[config.mk]
export PLATFORM = sky130hd
export DESIGN_NAME = pipe_skid_reg
export DESIGN_NICKNAME = d
export VERILOG_FILES = /design/src/rtl/pipe_skid_reg.sv
export SDC_FILE = /design/constraint.sdc
export NUM_CORES = 1
export LEC_CHECK = 0
export BUFFER_PORTS_ARGS = -buffer_cell sky130_fd_sc_hd__buf_2
export CAP_MARGIN = 20
export CORE_UTILIZATION = 53
export CTS_CLUSTER_DIAMETER = 50
export DETAILED_ROUTE_END_ITERATION = 12
export HOLD_SLACK_MARGIN = 0.03
export PLACE_DENSITY = 0.8
export SKIP_LAST_GASP = 1
export SYNTH_ARGS = -nofsm -noshare
export SYNTH_HDL_FRONTEND = slang
export SYNTH_SLANG_ARGS = --single-unit
[constraint.sdc]
create_clock -name clk -period 2.4 [get_ports clk]
set_clock_uncertainty 0.15 [all_clocks]
set_input_delay 0.72 -clock clk [delete_from_list [all_inputs] [get_ports clk]]
set_output_delay 0.72 -clock clk [all_outputs]
set_load 0.02 [all_outputs]
[src/rtl/pipe_skid_reg.sv]
// Purpose: two-entry pipeline stage register (main + skid) carrying a control and a datapath payload.
// Latency: one cycle from accept to out_*; sustains one bundle per cycle while downstream drains.
// Backpressure: in_ready comes straight from a register (!skid_valid), so out_ready never reaches it combinationally.
//
// Ports:
//   clk, reset            clock and synchronous active-high reset
//   flush                 synchronous bubble insert; empties both entries, drops any same-edge input
//   in_valid/in_ready     upstream handshake; in_ctrl/in_data carry the bundle
//   out_valid/out_ready   downstream handshake; out_ctrl/out_data present the head (main) entry
//   stall_cnt             saturating count of edges with out_valid=1 and out_ready=0
module pipe_skid_reg #(
    parameter int unsigned DATA_W     = 32,
    parameter int unsigned CTRL_W     = 8,
    parameter int unsigned CLEAR_DATA = 1,
    parameter int unsigned CNT_W      = 16
) (
    input  logic              clk,
    input  logic              reset,
    input  logic              flush,
    input  logic              in_valid,
    output logic              in_ready,
    input  logic [CTRL_W-1:0] in_ctrl,
    input  logic [DATA_W-1:0] in_data,
    output logic              out_valid,
    input  logic              out_ready,
    output logic [CTRL_W-1:0] out_ctrl,
    output logic [DATA_W-1:0] out_data,
    output logic [CNT_W-1:0]  stall_cnt
);

    localparam logic [CNT_W-1:0] CNT_ONE = {{(CNT_W-1){1'b0}}, 1'b1};

    logic              main_valid;
    logic [CTRL_W-1:0] main_ctrl;
    logic [DATA_W-1:0] main_data;
    logic              skid_valid;
    logic [CTRL_W-1:0] skid_ctrl;
    logic [DATA_W-1:0] skid_data;

    logic accept;
    logic pop;
    logic stall;

    assign in_ready  = ~skid_valid;
    assign out_valid = main_valid;
    // Gate ctrl so a bubble can never assert a write enable or similar downstream,
    // regardless of what the main ctrl register still holds after a drain.
    assign out_ctrl  = main_valid ? main_ctrl : '0;
    // Data is not gated: it keeps its last value while the stage is empty.
    assign out_data  = main_data;

    assign accept = in_valid & ~skid_valid;
    assign pop    = main_valid & out_ready;
    assign stall  = main_valid & ~out_ready;

    always_ff @(posedge clk) begin
        if (reset) begin
            main_valid <= 1'b0;
            skid_valid <= 1'b0;
            main_ctrl  <= '0;
            skid_ctrl  <= '0;
            stall_cnt  <= '0;
            if (CLEAR_DATA != 0) begin
                main_data <= '0;
                skid_data <= '0;
            end
        end else begin
            // Counts on flush edges as well; flush never touches the counter.
            if (stall && (stall_cnt != {CNT_W{1'b1}})) begin
                stall_cnt <= stall_cnt + CNT_ONE;
            end

            if (flush) begin
                main_valid <= 1'b0;
                skid_valid <= 1'b0;
                main_ctrl  <= '0;
                skid_ctrl  <= '0;
                if (CLEAR_DATA != 0) begin
                    main_data <= '0;
                    skid_data <= '0;
                end
            end else if (skid_valid && pop) begin
                // Skid is always older than anything upstream; no accept is possible here
                // because in_ready is low while skid is occupied.
                main_ctrl  <= skid_ctrl;
                main_data  <= skid_data;
                skid_valid <= 1'b0;
                skid_ctrl  <= '0;
            end else if (accept && (!main_valid || pop)) begin
                main_ctrl  <= in_ctrl;
                main_data  <= in_data;
                main_valid <= 1'b1;
            end else if (accept) begin
                // Main is held by downstream: park the new bundle in skid.
                skid_ctrl  <= in_ctrl;
                skid_data  <= in_data;
                skid_valid <= 1'b1;
            end else if (pop) begin
                main_valid <= 1'b0;
            end
        end
    end

endmodule
# After elaboration in Yosys (flattened, before gate mapping)
# Cells that the tools add are included.
# word_totals
out_inout_bits,58
inputBits,45
ff_bits,98
# op_classes
eq_ne,2
n_reduce_logical,12
bitwise_logic,7
mux,8
n_addsub,1
# op_table
op,count
2-to-1 mux 32 bit,2
2-to-1 mux 8 bit,3
"adder 16 x 1 -> 16 bit, second input constant",1
"!= test 16 bit, second input constant",1
AND reduction 3 bit,2
NOT 1 bit,4
nonzero test 2 bit,2
AND 1 bit,3
logical AND 1 bit,3
2-to-1 mux 1 bit,3
OR reduction 3 bit,1
"!= test 2 x 1 -> 1 bit, second input constant",1
AND reduction 2 bit,1
OR reduction 2 bit,1
logical NOT 1 bit,1
logical OR 1 bit,1

# Longest topological paths before layout
# Gate-level depths: netlist of the first run.
# logic_depth
word_depth,5
depth_mapped,6

# Worst setup path after synthesis of the first run
# Ideal clock, no wire load.
# synth_path
path_kind,input -> register
from,input out_ready
to,register stall_cnt[14]
path_buffers,0
t_required_ns,2.129
arrival_time_ns,1.829
setup_time_ns,0.121
cell_stages,4
slack_ns,0.300
path_cell_list,and2b_1 nand4_2 nor4b_1 mux2_2
# synth_between
elab_chain_len,3
# synth_lines
element,line,text
"start, declared",25,"input logic out_ready,"
NOT 1 bit,54,assign stall = main_valid & ~out_ready;
AND 1 bit,54,
logical AND 1 bit,69,if (stall && (stall_cnt != {CNT_W{1'b1}})) begin
"end signal, assigned",70,stall_cnt <= stall_cnt + CNT_ONE;
"end, declared",28,output logic [CNT_W-1:0] stall_cnt
# No other way between the ends.
# A chain may end at the register's enable or synchronous reset.

# Worst setup path in the final report of the first run
# layout_path
from,"register main_valid, in the netlist out_valid"
to,output out_ctrl[5]
# layout_between
elab_chain_len,1
# layout_lines
element,line,text
"start, declared",33,logic main_valid;
"start signal, assigned",58,main_valid <= 1'b0;
"start signal, assigned",74,main_valid <= 1'b0;
"start signal, assigned",92,main_valid <= 1'b1;
2-to-1 mux 8 bit,48,assign out_ctrl = main_valid ? main_ctrl : '0;
"end, declared",26,"output logic [CTRL_W-1:0] out_ctrl,"
# No other way between the ends.

==> results of run 1 <==
-- power groups by stage --
stage	logic (W)	registers [W]	clock network [W]
floorplan	0.000128	0.00175	0
global placement	0.000275	0.00172	0
detailed placement	0.000280	0.00172	0
CTS	0.000281	0.00168	0.000998
global route	0.000308	0.00169	0.00107
finish	0.000281	0.00168	0.000981
-- routing by layer --
metal	global-route usage [%]	routed length, µm
met5	0	0
met4	10.3	237
met3	3.89	358
met2	38.3	4310
met1	28.2	4220
-- sequential cells by signal, summed over array words and instances, names as in the netlist --
name        cells
main_ctrl       8
out_data       32
out_valid       1
skid_ctrl       8
skid_data      32
skid_valid      1
stall_cnt      16
-- metrics by stage --
stage | instances | instance area (µm²)
final | 668 | 4960
after global routing | 668 | 4960
after CTS | 668 | 4960
after detailed placement | 652 | 4780
after global placement | 652 | 4780
after floorplan | 473 | 4090
-- cells by family (layout without fill, tap and decap cells) --
kind of cell	count (synthesis)	in the layout	share of synthesized area [%]
buf+inv	35	131	3.45
mux	45	45	11.2
compound gates	108	108	16.2
simple gates	186	186	20.9
fa+ha+maj	1	1	0.306
flops	98	98	47.9
-- final timing paths --
check / endpoint / slack, ns
worst max-delay path: out_ctrl[5] / 0.34
worst min-delay path: skid_data[3]$_SDFFE_PP0P_ / 0.31
worst max register to register: stall_cnt[5]$_SDFFE_PP0P_ / 0.43
worst min register to register: skid_data[3]$_SDFFE_PP0P_ / 0.31
-- tightest hold or removal path: stages, from the launching register on --
cell and delay, ns:
dfxtp_1 0.32, nand2_1 0.05, a21oi_1 0.05
-- cell type report --
cell class | instances | area, µm²
clock inverters | 6 | 51.3
flip-flops and latches | 98 | 1960
well taps | 99 | 124
fillers | 636 | 2410
clock buffers | 10 | 128
inverters | 2 | 7.51
multi-input cells | 340 | 2010
repair buffers | 113 | 681
-- cell usage in the layout (no fill, tap or decap), types with 3 or more instances in the layout --
master      count
buf_2         102
dfxtp_1        98
nand2_1        87
a21oi_1        53
nor2_1         50
a211oi_1       42
mux2i_1        40
clkbuf_8        9
and2_1          8
o21ai_0         7
buf_12          7
or4_1           5
nor2b_1         5
mux2_2          5
nand3_1         4
o31ai_1         4
buf_4           4
nand2b_1        3
nand4_1         3
nor4_1          3
or3_1           3
clkinvlp_4      3
==> impl_summary.txt, run 1 <==
----------------------------------------------------
[Status]
  Status ... completed

[Logic synthesis]
  Net count after synthesis ... 519
  Cell with the most instances after synthesis ... dfxtp_1
  Yosys warns ... 0
  Flip-flop cell with the highest count after synthesis ... dfxtp_1
  Instance count of the mapped netlist ... 473
  Leading post-synthesis cells by cell area ... dfxtp_1 48%, mux2i_1 9.8%, nand2_1 8.0%
  Area share of the leading cell type in the synthesized netlist ... 47.9%
  Number of synthesized flops with an enable pin ... 0
  Distinct cells, synth ... 35
  Netlist area before placement ... 4090 µm²
  Post-synth ARST share ... 0%
  Avg Inst Size Synth ... 8.65 µm²
  Most frequent cells after synthesis ... 98 x dfxtp_1, 87 x nand2_1, 53 x a21oi_1, 51 x nor2_1, 42 x a211oi_1
  Cell type contributing the most total cell area after synthesis ... dfxtp_1
  Number of synthesized register bits ... 98
  Portion of the post-synthesis area used by sequential elements ... 47.9%

[Place]
  Port Buffers ... 102
  Pre-CTS setup slack ... 0.0779 ns
  Global placer's final weighted congestion ... 0.819
  Placed wire-length estimate ... 6130 µm

[Floorplanning]
  DIE AREA ... 8080 µm²
  Placeable core region ... 7370 µm²
  Number of primary I/O pins ... 103
  Starting density of the core ... 55.5%
  Number of core rows ... 31
  Die X ... 89.9 µm
  Die height ... 89.9 µm

[CTS]
  CTS H-Tree Depth ... 3
  Hold buffers post-CTS ... 0
  TritonCTS buffer count ... 9
  CTS Sinks ... 98
  CTS root buf ... clkbuf_8
  Clk buf depth ... 2
  CTS clock-pin slew for the worst setup and hold paths ... 0.09 ns
  Cts repair resizes ... 0
  Post-CTS Repair Setup Buffers ... 0
  CTS tree ... done
  Clock latency of the later-clocked register in the worst-skew pair ... 0.36 ns

[Power]
  Sequential fraction of design power ... 57.1%
  VDD IR-drop max ... 351 µV
  Leakage Power ... 2.24 nW
  Internal Pwr Total ... 0.00216 W
  Areal power density over the cells ... 593 nW/µm²
  Net switching component of the power ... 0.000782 W
  Clock share of power ... 33.3%
  Combinational group share of total power ... 9.5%
  Switching share of total power ... 26.6%
  Total power draw ... 0.00294 W

[Global route]
  Overall overflow remaining after global route ... 0
  First-pass GRT wire length ... 15200 µm
  Via count of the first global-routing pass ... 3341
  Pin count of the biggest net entering global routing ... 50
  Antenna violations before repair ... 0
  Gr usage total ... 22.6%

[Final layout]
  Share of final-layout standard cells stronger than drive strength 1 ... 25.0%
  Number of nets in the finished design ... 610
  Diode count ... 0
  Post-Route Utilization ... 67.3%
  Area growth from synthesis to final layout ... 21.2%

[Setup path]
  Critical Path RT ... 1.53 ns
  Critical setup path kind ... reg2out
  Kind of start point of the critical path ... register
  Highest cell delay on the worst timing path ... 0.37 ns
  Stages on the worst setup path ... 3
  Launching point of the worst reg2reg path ... stall_cnt[0]$_SDFFE_PP0P_
  Biggest fanout along the worst timing path ... 13
  Path depth of the worst reg2reg path ... 6
  Number of buffers and inverters on the critical path ... 2
  Startpoint of the most critical setup path ... out_valid$_SDFFE_PP0P_
  List of cells traversed by the critical path ... buf_4, and2_1, buf_2
  Crit path max-delay cell type ... dfxtp_1
  Setup crit end kind ... output port
  Worst path top cell family by delay ... flip-flops
  CP arrival ... 1.19 ns

[Hold path]
  Worst hold-check path type ... reg2reg
  Worst Min Path Start ... skid_data[3]$_SDFFE_PP0P_
  Number of cells on the worst hold path ... 2

[Routing]
  Wirelength, routed ... 9130 µm
  Detailed-route via count ... 3608
  DR pass1 iterations ... 4
  Vias per cell ... 5.40
  Iteration-0 DRC Markers ... 169
  Number of remaining DRC errors ... 0
  Post-route ant nets ... 0
  Routed WL per cell ... 13.7 µm

[Flow run]
  Max Cap Viol ... 0

[Timing]
  Crit share post-route ... 85.8%
  Final critical delay including setup and external delays ... 2.06 ns
  Fmax ... 486 MHz
  Relative slew slack ... 69.6%
  Worst Setup Slack, final ... 0.340 ns
  Summed negative setup slack over all endpoints ... 0 ns
  Final setup violating endpoints ... 0
  Number of failing hold endpoints at the final stage ... 0
  Slew of the pin with the lowest slew margin ... 0.451 ns
  Setup repair after global routing missed its margin ... false
  Hold slack ... 0.307 ns
  Pins over their slew limit ... 0

----------------------------------------------------
Power figures use the tool's default switching activity.
==> run 2, diff against run 1 <==
--- a/config.mk
+++ b/config.mk
@@ -7,11 +7,11 @@
 export LEC_CHECK = 0
 export BUFFER_PORTS_ARGS = -buffer_cell sky130_fd_sc_hd__buf_2
 export CAP_MARGIN = 20
-export CORE_UTILIZATION = 53
+export CORE_UTILIZATION = 48
 export CTS_CLUSTER_DIAMETER = 50
 export DETAILED_ROUTE_END_ITERATION = 12
 export HOLD_SLACK_MARGIN = 0.03
-export PLACE_DENSITY = 0.8
+export PLACE_DENSITY = 0.76
 export SKIP_LAST_GASP = 1
 export SYNTH_ARGS = -nofsm -noshare
 export SYNTH_HDL_FRONTEND = slang
==> constraint.sdc (replaced) <==
create_clock -name clk -period 1.7 [get_ports clk]
set_clock_uncertainty 0.15 [all_clocks]
set_input_delay 0.51 -clock clk [delete_from_list [all_inputs] [get_ports clk]]
set_output_delay 0.51 -clock clk [all_outputs]
set_load 0.02 [all_outputs]
==> run 2 against run 1 <==
  * Sequential share of layout area shrank 4.8 points
  * The run now ends with negative setup slack left
  * Largest power group unchanged
  * Register-to-register slack lost 0.54 ns
  * Final cell count grew 6.7%
  * Via count grew 11%
==> impl_summary.txt, run 2 (synthesis results as in run 1) <==
----------------------------------------------------
[Place]
  Port Buffers ... 102
  Pre-CTS setup slack ... -0.284 ns
  Cell total after placement ... 675
  Global placer's final weighted congestion ... 0.890
  Placed wire-length estimate ... 6540 µm

[Routing]
  Routed WL per cell ... 16.3 µm
  Detailed-route via count ... 3999
  Post-route ant nets ... 0
  Vias per cell ... 5.61
  DR pass1 iterations ... 5
  Wirelength, routed ... 11700 µm
  Iteration-0 DRC Markers ... 188
  Number of remaining DRC errors ... 0

[CTS]
  CTS clock-pin slew for the worst setup and hold paths ... 0.10 ns
  Clock latency of the later-clocked register in the worst-skew pair ... 0.36 ns
  CTS H-Tree Depth ... 3
  CTS Sinks ... 98
  Hold buffers post-CTS ... 0
  CTS tree ... done
  CTS root buf ... clkbuf_8
  Clk buf depth ... 2
  TritonCTS buffer count ... 9

[Global route]
  Via count of the first global-routing pass ... 3592
  Pin count of the biggest net entering global routing ... 48
  Overall overflow remaining after global route ... 0
  First-pass GRT wire length ... 16600 µm
  Gr usage total ... 23.4%
  Antenna violations before repair ... 0

[Setup path]
  Kind of start point of the critical path ... register
  Setup crit end kind ... register
  Highest cell delay on the worst timing path ... 0.39 ns
  Path depth of the worst reg2reg path ... 8
  Critical setup path kind ... reg2reg
  Biggest fanout along the worst timing path ... 11
  CP arrival ... 1.92 ns
  Worst path top cell family by delay ... buffers and inverters
  Stages on the worst setup path ... 8
  Crit path max-delay cell type ... dfxtp_4
  List of cells traversed by the critical path ... buf_6, buf_4, nand2_2, a21oi_4, buf_12, buf_12, nor2_1, a211oi_1
  Critical Path Most Common Cell ... buf_12
  Critical Path RT ... 1.80 ns
  Number of buffers and inverters on the critical path ... 4

[Final layout]
  Commonest non-fill, non-tap cells in the layout ... 92 x buf_2, 86 x nand2_1, 82 x dfxtp_1
  Multi-input logic area ... 2250 µm²
  Most frequent standard cell in the layout excluding fill and tap cells ... buf_2
  Filler Cell Count ... 616
  Share of final-layout standard cells stronger than drive strength 1 ... 38.5%
  Number of nets in the finished design ... 649
  Diode count ... 0
  Post-Route Utilization ... 70.2%
  Area growth from synthesis to final layout ... 40.9%
  Flip-flop and latch area ... 2000 µm²
  Post-Layout Cell Count ... 713

[Timing]
  Slew of the pin with the lowest slew margin ... 0.437 ns
  Number of failing hold endpoints at the final stage ... 0
  Crit share post-route ... 107%
  Final critical delay including setup and external delays ... 1.81 ns
  Summed negative setup slack over all endpoints ... -2.03 ns
  Fmax ... 551 MHz
  Setup repair after global routing missed its margin ... true
  Worst Setup Slack, final ... -0.114 ns
  Hold slack ... 0.238 ns
  Relative slew slack ... 70.6%
  Pins over their slew limit ... 0
  Final setup violating endpoints ... 50

[Hold path]
  Worst hold-check path type ... in2reg
  Number of cells on the worst hold path ... 3

[Floorplanning]
  Die height ... 94.3 µm
  Placeable core region ... 8220 µm²
  Die X ... 94.3 µm
  Number of core rows ... 33
  Starting density of the core ... 49.8%
  Number of primary I/O pins ... 103
  DIE AREA ... 8900 µm²

[Status]
  Status ... finished, violations left
  Violated checks ... negative setup slack

[Power]
  VDD IR-drop max ... 605 µV
  Areal power density over the cells ... 755 nW/µm²
  Leakage Power ... 2.57 nW

[Flow run]
  Max Cap Viol ... 0

----------------------------------------------------
run 2: area by class of cell:
| type | instances | area share [%] |
|---|---|---|
| Multi-Input combinational cell | 341 | 39.1 |
| Clock buffer | 10 | 2.39 |
| Inverter | 2 | 0.130 |
| Tap cell | 105 | 2.28 |
| Clock inverter | 6 | 0.954 |
| Timing Repair Buffer | 151 | 20.4 |
| Sequential cell | 98 | 34.8 |
run 2: path summary, 6_finish.rpt:
path / startpoint / end / slack (ns)
worst max-delay path: out_valid$_SDFFE_PP0P_ / out_data[1]$_SDFFE_PP0P_ / -0.11
worst min-delay path: in_data[23] / skid_data[23]$_SDFFE_PP0P_ / 0.24
worst max register to register: out_valid$_SDFFE_PP0P_ / out_data[1]$_SDFFE_PP0P_ / -0.11
worst min register to register: skid_data[22]$_SDFFE_PP0P_ / skid_data[22]$_SDFFE_PP0P_ / 0.31
run 2: worst reg2reg max path, stage by stage (launching register included):
cell	delay (ns)
dfxtp_4	0.39
buf_6	0.13
buf_4	0.14
nand2_2	0.07
a21oi_4	0.25
buf_12	0.15
buf_12	0.12
nor2_1	0.06
a211oi_1	0.26
run 2: power breakdown:
part           total (W)  switching, W  leakage (nW)  internal [W]
Sequential       0.00236     0.0000294         0.806       0.00233
Combinational   0.000517      0.000293          1.67      0.000224
Clock            0.00148      0.000870        0.0998      0.000605
Total            0.00435       0.00119          2.57       0.00316
run 2: through the flow:
stage	total power, W	instance area, µm²
2_1_floorplan	0.00264	4170
3_3_place_gp	0.00280	4980
3_5_place_dp	0.00281	4980
4_1_cts	0.00430	5360
5_1_grt	0.00451	5770
6_report	0.00435	5770
run 2: repair_timing:
item,CTS,global route
cloned,2,7
gates resized for setup,31,54
setup buffers,2,13
pin swaps,0,37
setup endpoints to repair,21,67
run 2: metal layers:
metal  part of all wire, %  global-route usage [%]  vias up
met2                    51                    39.9      118
met3                   5.2                    5.23       15
li1                      -                       -     1925
met1                    43                    29.3     1941
met4                   1.5                    7.18        0
met5                     0                       0        -
